==> src/rtl/seg_to_bin.sv <==
// Converts a three-digit seven-segment display word into a 10-bit binary value
// using a serial reverse double-dabble (one iteration per clock).
module seg_to_bin (
    input  logic       clk,
    input  logic       rst,
    input  logic       in_valid,
    input  logic [6:0] seg_100,
    input  logic [6:0] seg_10,
    input  logic [6:0] seg_1,
    output logic       out_valid,
    output logic [9:0] out_binary,
    output logic       out_err,
    output logic       busy
);

    // state  | meaning
    // IDLE   | waiting for in_valid, segment codes captured on accept
    // DECODE | segment codes -> BCD digits, illegal code short-cuts to OUT
    // CONV   | ten shift-right / subtract-3 iterations on the work register
    // OUT    | registers the result strobe, then back to IDLE
    typedef enum logic [1:0] {
        IDLE   = 2'd0,
        DECODE = 2'd1,
        CONV   = 2'd2,
        OUT    = 2'd3
    } state_e;

    state_e      state_q,      state_d;
    logic [20:0] codes_q,      codes_d;
    logic [21:0] work_q,       work_d;
    logic [3:0]  cnt_q,        cnt_d;
    logic        err_q,        err_d;
    logic        out_valid_q,  out_valid_d;
    logic [9:0]  out_binary_q, out_binary_d;
    logic        out_err_q,    out_err_d;

    logic [4:0]  dec_h, dec_t, dec_u;
    logic [21:0] shifted;
    logic [21:0] iter_next;

    // Returns {illegal, digit}; a..g map to bits 6..0, active-high.
    function automatic logic [4:0] seg_decode(input logic [6:0] seg);
        logic [4:0] r;
        case (seg)
            7'h7E:   r = 5'd0;
            7'h30:   r = 5'd1;
            7'h6D:   r = 5'd2;
            7'h79:   r = 5'd3;
            7'h33:   r = 5'd4;
            7'h5B:   r = 5'd5;
            7'h5F:   r = 5'd6;
            7'h70:   r = 5'd7;
            7'h7F:   r = 5'd8;
            7'h7B:   r = 5'd9;
            default: r = 5'b1_0000;
        endcase
        return r;
    endfunction

    always_comb begin
        dec_h = seg_decode(codes_q[20:14]);
        dec_t = seg_decode(codes_q[13:7]);
        dec_u = seg_decode(codes_q[6:0]);
    end

    // Fields are only corrected when >= 8, so the subtraction can never wrap.
    always_comb begin
        shifted   = work_q >> 1;
        iter_next = shifted;
        if (shifted[21:18] >= 4'd8) iter_next[21:18] = shifted[21:18] - 4'd3;
        if (shifted[17:14] >= 4'd8) iter_next[17:14] = shifted[17:14] - 4'd3;
        if (shifted[13:10] >= 4'd8) iter_next[13:10] = shifted[13:10] - 4'd3;
    end

    always_comb begin
        state_d      = state_q;
        codes_d      = codes_q;
        work_d       = work_q;
        cnt_d        = cnt_q;
        err_d        = err_q;
        out_valid_d  = 1'b0;
        out_binary_d = out_binary_q;
        out_err_d    = out_err_q;
        case (state_q)
            IDLE: begin
                if (in_valid) begin
                    codes_d = {seg_100, seg_10, seg_1};
                    err_d   = 1'b0;
                    state_d = DECODE;
                end
            end
            DECODE: begin
                if (dec_h[4] || dec_t[4] || dec_u[4]) begin
                    err_d   = 1'b1;
                    state_d = OUT;
                end else begin
                    work_d  = {dec_h[3:0], dec_t[3:0], dec_u[3:0], 10'b0};
                    cnt_d   = 4'd0;
                    state_d = CONV;
                end
            end
            CONV: begin
                work_d = iter_next;
                cnt_d  = cnt_q + 4'd1;
                if (cnt_q == 4'd9) state_d = OUT;
            end
            OUT: begin
                out_valid_d  = 1'b1;
                out_binary_d = err_q ? 10'd0 : work_q[9:0];
                out_err_d    = err_q;
                state_d      = IDLE;
            end
            default: state_d = IDLE;
        endcase
    end

    always_ff @(posedge clk) begin
        if (rst) begin
            state_q      <= IDLE;
            codes_q      <= '0;
            work_q       <= '0;
            cnt_q        <= '0;
            err_q        <= 1'b0;
            out_valid_q  <= 1'b0;
            out_binary_q <= '0;
            out_err_q    <= 1'b0;
        end else begin
            state_q      <= state_d;
            codes_q      <= codes_d;
            work_q       <= work_d;
            cnt_q        <= cnt_d;
            err_q        <= err_d;
            out_valid_q  <= out_valid_d;
            out_binary_q <= out_binary_d;
            out_err_q    <= out_err_d;
        end
    end

    assign out_valid  = out_valid_q;
    assign out_binary = out_binary_q;
    assign out_err    = out_err_q;
    assign busy       = (state_q != IDLE);

endmodule

==> config.mk <==
export PLATFORM = sky130hd
export DESIGN_NAME = seg_to_bin
export DESIGN_NICKNAME = d
export VERILOG_FILES = /design/src/rtl/seg_to_bin.sv
export SDC_FILE = /design/constraint.sdc
export NUM_CORES = 1
export LEC_CHECK = 0
export ABC_CLOCK_PERIOD_IN_PS = 2570
export CAP_MARGIN = 10
export CORE_ASPECT_RATIO = 0.8
export CORE_MARGIN = 5
export CORE_UTILIZATION = 38
export DETAILED_ROUTE_END_ITERATION = 12
export GPL_ROUTABILITY_DRIVEN = 0
export MAX_ROUTING_LAYER = met4
export SLEW_MARGIN = 10
export SYNTH_ARGS = -nofsm -noshare
export SYNTH_HDL_FRONTEND = slang
export SYNTH_SLANG_ARGS = --single-unit
==> constraint.sdc <==
create_clock -name clk -period 2.57 [get_ports clk]
set_input_delay 0.257 -clock clk [delete_from_list [all_inputs] [get_ports clk]]
set_output_delay 0.257 -clock clk [all_outputs]
set_load 0.1 [all_outputs]
---- Word-level counts from Yosys, hierarchy flattened ----
Cells that the tools add are included.
cells by class
  add/subtract/negate cells ............... 4
  order comparisons ....................... 3
  equality and inequality tests ........... 38
  multiplexer cells ....................... 19
  reductions and logical operators ........ 10
operators by type and width
  kind                                                                   number
  7-bit equality test, second input constant                             24
  5-bit case mux with 10 select lines                                    3
  22-bit case mux with 2 select lines                                    1
  7-bit by 6-bit equality test with 1-bit output, second input constant  6
  22-bit two-way mux                                                     1
  4-bit two-way mux                                                      4
  10-bit two-way mux                                                     1
  4-bit >= comparator, second input constant                             2
  2-bit != test, second input constant                                   4
  2-bit case mux with 4 select lines                                     1
  4-bit case mux with 2 select lines                                     1
  4-bit by 2-bit subtractor with 4-bit output, second input constant     2
  2-bit AND reduction                                                    3
  2-bit nonzero test                                                     3
  4-bit by 1-bit adder with 4-bit output, second input constant          1
  2-bit equality test, second input constant                             2
  4-bit equality test, second input constant                             1
  3-bit by 4-bit >= comparator with 1-bit output, second input constant  1
  1-bit two-way mux                                                      4
  2-bit two-way mux                                                      2
  3-bit by 2-bit subtractor with 4-bit output, second input constant     1
  3-bit AND reduction                                                    1
  2-bit by 1-bit equality test with 1-bit output, second input constant  1
  2-bit logical NOT                                                      1
  other kinds (2)                                                        3
storage, ports and cells
  bits in registers ....................... 62
  input port bits ......................... 24
  output and inout bits ................... 13

---- Depth between registers and ports, before layout ----
Gate-level depths: netlist of run 1.
  word-level depth ........................ 6
  mapped depth ............................ 8
  depth with buffers taken out ............ 8

---- Worst setup path before layout of run 1 ----
OpenSTA, ideal clock, no wires.
  path type ............................... register -> register
  start point ............................. reg codes_q[15]
  end point ............................... reg work_q[18]
  setup time .............................. 74 ps
  arrival time ............................ 2,178 ps
  data required time ...................... 2,496 ps
  path slack .............................. 318 ps
  stages on the path, launching flop included .. 8
  buffers on the path ..................... 1
  clock period less this slack ............ 2,252 ps
  cell sequence ........................... dfxtp_1 or4b_1 nor3b_2 a2111oi_2 a211oi_4 buf_2 o2111ai_1 a31oi_1
on the way
  cells in the longest elaborated chain, start to end .. 6
  elaborated cells on any way between the ends .. 17
  those cells by class .................... eq/ne (11); mux (3); reduce/logical (3)
RTL lines
  item                                                                                          RTL line  source
  start: declaration                                                                            29        logic [20:0] codes_q, codes_d;
  start signal: assignment                                                                      129       codes_q <= codes_d;
  7-bit equality test / 7-bit by 6-bit equality test with 1-bit output (equally long branches)  44        case (seg)
  5-bit case mux with 10 select lines (*)                                                       44
  1-bit logical OR (2 in a row)                                                                 93        if (dec_h[4] || dec_t[4] || dec_u[4]) begin
  2-bit != test (no line)                                                                       --
  2-bit AND reduction (no line)                                                                 --
  end signal: assignment                                                                        130       work_q <= work_d;
  end: declaration                                                                              30        logic [21:0] work_q, work_d;
Mark *: on every way between the ends. The rest lies on a longest branch, timed or not. The select of a mux whose other input is x is not followed.
A chain may end at the register's enable or synchronous reset.

---- Worst setup path in the final report of run 1 ----
  start point ............................. reg codes_q[1]
  end point ............................... reg work_q[8]
on the way
  cells in the longest elaborated chain, start to end .. 5
  elaborated cells on any way between the ends .. 14
  those cells by class .................... eq/ne (11); mux (1); reduce/logical (2)
RTL lines
  item                                                                                          RTL line
  7-bit equality test / 7-bit by 6-bit equality test with 1-bit output (equally long branches)  44
  5-bit case mux with 10 select lines (*)                                                       44
  1-bit logical OR (*)                                                                          93
  2-bit != test (no line) (*)                                                                   --
  2-bit AND reduction (no line) (*)                                                             --
Mark *: on every way between the ends. The rest lies on a longest branch, timed or not.

==> results.yml, run 1 <==
global_routing:
  grt_usage_pct: 15.7
  antenna_found_initial: 0
  grt.overflow.total: 0
  grt_pass1_vias: 3059
  grt_pass1_wl_mm: 14.8
  grt_max_degree: 34
sta:
  slew_headroom_pct: 49.4
  skew_ns: 0.0100
  fin_tns_setup_ns: 0
  worstMarginPinSlew_ns: 0.757
  drv_slew: 0
  setup_ws_ns: 0.131
  rsz0062_at_grt: "yes"
  period_share_pct: 94.9
  hold_violations: 0
  finalSetupViolations: 0
  period_minus_slack_ns: 2.44
  fmax_ghz: 0.410
  hold_ws_ns: 0.347
floorplanning:
  die_w_um: 118
  dieArea_mm2: 0.0114
  fp.coreArea_mm2: 0.00911
  num_rows: 31
  start_util_pct: 39.1
  die_h_um: 96.6
  ios: 37
worst_setup_path:
  critPathKind: "flop to flop"
  crit_start: "codes_q[1]"
  required_ns: 2.81
  crit_path_start_kind: "flop"
  worst_setup_path_end_kind: "flop"
  r2r_cells: 7
  crit_arrival_ns: 2.68
  r2r-start: "codes_q[1]"
  cp_max_fo: 13
run:
  drv_cap: 0
finish:
  final_cell_mix: "61 x dfxtp_1, 56 x nand2_1, 56 x a21oi_1, 40 x nor2_1, 25 x buf_4"
  drive_gt1_share_pct: 12.1
  layout.nets: 510
  utilization_pct: 47.7
  final_common_cell: "dfxtp_1"
  antenna_cells: 0
  area_growth_pct: 22.0
drt:
  drt-pass1-iter-count: 4
  drtIter0Drc: 166
  postRouteAntennaNets: 0
  wl_per_cell_um: 14.3
  avgViaCountPerCell: 5.48
  wl_mm: 8.53
  drc_errors: 0
  vias: 3259
yosys:
  synth_edf_count: 0
  seq_area_frac_synth_pct: 34.8
  synth_cell_types: 63
  synth-seq-cells: 62
  synth.avg_cell_area_um2: 7.98
  ys_warn_count: 0
  synthCells: 447
  syn-num-nets: 482
  async_flop_share_pct: 0
  syn_area_mm2: 0.00357
  ys.flop_type: "dfxtp_1"
clock_network:
  cts_buffers: 9
  cts_tree: "done"
  htree_levels: 3
  clk_pin_slew_ns: 0.06
  cts.sinks: 62
  clk_path_buf_depth: 2
  cts-root-buf: "clkbuf_16"
  clk-insertion-delay-late_ns: 0.33
  hold_buffers: 0
power_and_ir_drop:
  internal-power_w: 0.00236
  power.density_mw_per_mm2: 858
  ir_drop_v: 0.000725
  combPwrFrac_pct: 31.3
  switchingPower_w: 0.00137
  swShare_pct: 36.7
  seqPwrFrac_pct: 34.0
  power.leakage_nw: 1.51
  p_clk_share_pct: 34.7
min_path:
  min_path_type: "primary input to flop"
  min_from: "rst"
  min_path_cells: 2
placement:
  placement.io_buffers: 36
  post-place-ws_ns: 0.112
  dp_hpwl_mm: 5.96
outcome:
  outcome: "finished, final reports clean"
-- area by class of cell --
type                    count  area, µm²
well taps                 115        144
clock buffers              12        246
fillers                   892       4760
clock inverters             4       70.1
inverters                  15       56.3
flip-flops and latches     62       1240
repair buffers             49        424
multi-input cells         338       2170
-- power by group through the flow --
stage | clock network, W | registers, W | logic [W]
after floorplan | 0 | 0.00122 | 0.000919
after global placement | 0 | 0.00128 | 0.00114
after detailed placement | 0 | 0.00129 | 0.00116
after CTS | 0.00132 | 0.00126 | 0.00117
after global routing | 0.00138 | 0.00130 | 0.00131
final | 0.00129 | 0.00127 | 0.00117
-- cell usage after synthesis, types with 6 or more instances --
library cell,number,area [µm²]
nor2b_1,15,93.8
dfxtp_1,62,1240
xnor2_1,6,52.6
clkbuf_1,24,90.1
nor3_1,10,50.1
a21oi_1,56,280
ha_1,11,138
nor2_1,40,150
inv_1,15,56.3
mux2i_1,14,140
a31oi_1,19,119
o21ai_0,6,30.0
a32oi_1,10,87.6
nand2_1,57,214
nand3_1,13,65.1
-- critical path, cell delays in order, from the launching register on --
cell,delay (ns)
dfxtp_1,0.38
or4b_4,0.59
o32ai_4,0.33
nor4b_2,0.16
a211oi_4,0.38
buf_6,0.22
a32oi_1,0.12
a21oi_1,0.17
-- flip-flops by register name, indices dropped and copies added (netlist names) --
register / flops
cnt_q: 4
codes_q: 21
err_q: 1
out_binary: 10
out_err: 1
out_valid: 1
state_q: 2
work_q: 22
-- per-layer routing --
metal / up-vias / GRT usage, % / wire length, µm
li1: 1682 / - / -
met1: 1535 / 21.5 / 4350
met2: 40 / 22.4 / 3880
met3: 2 / 4.66 / 271
met4: 0 / 4.14 / 24
met5: - / - / 0
-- through the flow --
step / std cells / total power [W] / instance area [µm²]
global route: 595 / 0.00399 / 4350
detailed placement: 578 / 0.00245 / 4000
global placement: 578 / 0.00242 / 4000
floorplan: 447 / 0.00214 / 3570
CTS: 594 / 0.00376 / 4320
finish: 595 / 0.00373 / 4350
-- worst paths after layout --
check,end,slack [ns]
setup / recovery,work_q[8],0.13
hold / removal,out_binary[6],0.35
setup reg to reg,work_q[8],0.13
hold reg to reg,work_q[20],0.48
-- what timing repair did --
action,4_1_cts,5_1_grt
buffers inserted,0,1
resized for setup,0,5
setup endpoints to repair,0,10
-- kinds of logic (layout without fill, tap and decap cells) --
logic type               count (synthesis)  in the layout  share of synthesized area [%]
AO/OA/AOI/OAI                          136            136                           26.6
XOR/XNOR                                 8              8                           1.96
adder cells (fa/ha/maj)                 11             11                           3.86
buffers and inverters                   47             80                           5.05
flip-flops                              62             62                           34.8
multiplexers                            15             15                           4.25
AND/OR/NAND/NOR                        168            168                           23.5
(Power assumes the default switching activity.)
==> run 2, diff against run 1 <==
CAP_MARGIN = default   (was 10)
PLACE_DENSITY = 0.56   (was default)
==> run 2 against run 1 <==
Compared with the run above:
- power is 1.8% higher
- critical path depth is 1 lower
- core utilization is 0.76 points higher
- cell count is 1.3% higher
- clock skew is 0.00055 ns lower
- die area stayed put
- via count is 1.5% higher
- flip-flop and latch count stayed put
- global-route usage is 0.57 points higher
- worst hold slack better by 0.11 ns
==> results.yml, run 2 (same netlist as run 1, synthesis figures left out) <==
power_and_ir_drop:
  total_power_w: 0.00380
  power.leakage_nw: 1.56
  ir_drop_v: 0.000653
  power.density_mw_per_mm2: 860
drt:
  drtIter0Drc: 244
  postRouteAntennaNets: 0
  drc_errors: 0
  drt-pass1-iter-count: 4
  avgViaCountPerCell: 5.49
  vias: 3308
  wl_per_cell_um: 15.0
  wl_mm: 9.03
sta:
  period_share_pct: 93.6
  fmax_ghz: 0.416
  drv_slew: 0
  fin_tns_setup_ns: 0
  finalSetupViolations: 0
  period_minus_slack_ns: 2.41
  rsz0062_at_grt: "no"
  worstMarginPinSlew_ns: 0.704
  hold_violations: 0
  slew_headroom_pct: 52.9
  skew_ns: 0.00946
clock_network:
  clk_path_buf_depth: 2
  cts-root-buf: "clkbuf_16"
  clk_pin_slew_ns: 0.05
  htree_levels: 3
  cts.sinks: 62
  cts_buffers: 9
  hold_buffers: 0
  clk-insertion-delay-late_ns: 0.33
  cts_tree: "done"
run:
  drv_cap: 0
floorplanning:
  die_h_um: 96.6
  num_rows: 31
  fp.coreArea_mm2: 0.00911
  ios: 37
  dieArea_mm2: 0.0114
  die_w_um: 118
  start_util_pct: 39.1
finish:
  drive_gt1_share_pct: 13.5
  nFillCells: 867
  final_cells: 603
  largest_register_ff_count: 22
  antenna_cells: 0
  regMostFlops: "work_q"
  layout.nets: 518
  final_common_cell: "dfxtp_1"
  final_cell_mix: "61 x dfxtp_1, 57 x nand2_1, 56 x a21oi_1, 40 x nor2_1, 33 x buf_4"
  area_growth_pct: 23.9
  utilization_pct: 48.5
placement:
  dp_hpwl_mm: 6.25
  place_inst: 586
  placement.io_buffers: 36
global_routing:
  grt_pass1_wl_mm: 15.2
  grt_usage_pct: 16.2
  grt_pass1_vias: 3119
  grt.overflow.total: 0
  grt_max_degree: 35
  antenna_found_initial: 0
worst_setup_path:
  crit_path_end: "cnt_q[0]"
  required_ns: 2.80
  crit_path_start_kind: "flop"
  r2r-start: "codes_q[0]"
  r2r-end: "cnt_q[0]"
  cp_max_fo: 6
  crit_arrival_ns: 2.63
  critPathKind: "flop to flop"
  crit_start: "codes_q[0]"
  worst_setup_path_end_kind: "flop"
  regToRegSetupSlack_ns: 0.16
  r2r_cells: 6
outcome:
  outcome: "finished, final reports clean"
min_path:
  min_path_type: "primary input to flop"
run 2: cell types whose count changed in the layout (fill, tap and decap cells not counted):
| cell | delta |
|---|---|
| a2111oi_2 | -1 |
| o32ai_2 | +1 |
| buf_4 | +8 |
| nor4b_1 | +1 |
| nand2_1 | +1 |
| clkinvlp_4 | +2 |
| a2111oi_4 | +1 |
| nand2_2 | -1 |
| o32ai_4 | -1 |
| clkbuf_1 | -2 |
| nor4b_2 | -2 |
| nor4b_4 | +1 |
run 2: layout make-up:
type	count	area, µm²	area share [%]
well taps	115	144	3.26
repair buffers	57	484	11.0
clock buffers	10	239	5.41
flip-flops and latches	62	1240	28.1
inverters	15	56.3	1.27
multi-input cells	338	2170	49.1
clock inverters	6	85.1	1.93
run 2: how the worst min path moves through the flow:
stage | startpoint | endpoint | slack, ns | depth (start not counted)
floorplan | seg_100[4] | codes_q[18] | 0.39 | 2
global route | seg_10[2] | codes_q[9] | 0.48 | 3
detailed placement | work_q[20] | work_q[20] | 0.47 | 2
finish | rst | out_binary[3] | 0.46 | 2
global placement | work_q[20] | work_q[20] | 0.46 | 2
CTS | rst | out_binary[1] | 0.45 | 2
run 2: power breakdown:
part	leakage, nW	total, W	internal [W]	switching (W)
clock network	0.154	0.00132	0.000871	0.000450
registers	0.504	0.00125	0.00109	0.000165
logic	0.904	0.00123	0.000433	0.000795
run 2: critical path: stages, from the launching register on:
cell       delay, ns
dfxtp_1         0.34
or4b_4          0.58
o32ai_2         0.36
nor4b_4         0.13
a211oi_4        0.41
xnor2_1         0.14
a2111oi_2       0.34
run 2: metrics by stage:
step | hold WS (ns) | cell area (µm²) | setup WS (ns)
5_1_grt | 0.481 | 4420 | 0.00651
2_1_floorplan | 0.393 | 3570 | 0.318
3_5_place_dp | 0.468 | 4060 | 0.0606
4_1_cts | 0.449 | 4390 | 0.0301
6_report | 0.458 | 4420 | 0.165
3_3_place_gp | 0.463 | 4060 | 0.182
run 2: per-layer routing:
metal	global-route usage, %	up-vias	share of wire (%)
met5	-	-	0
met4	6.26	0	1.2
met3	4.14	7	3.2
met2	23.1	35	44
met1	22.0	1566	52
li1	-	1700	-
run 2: repair_timing:
action | 4_1_cts | 5_1_grt
endpoints found under the hold margin | 0 | 0
buffers inserted | 0 | 1
setup endpoints to repair | 0 | 13
resized for setup | 0 | 4
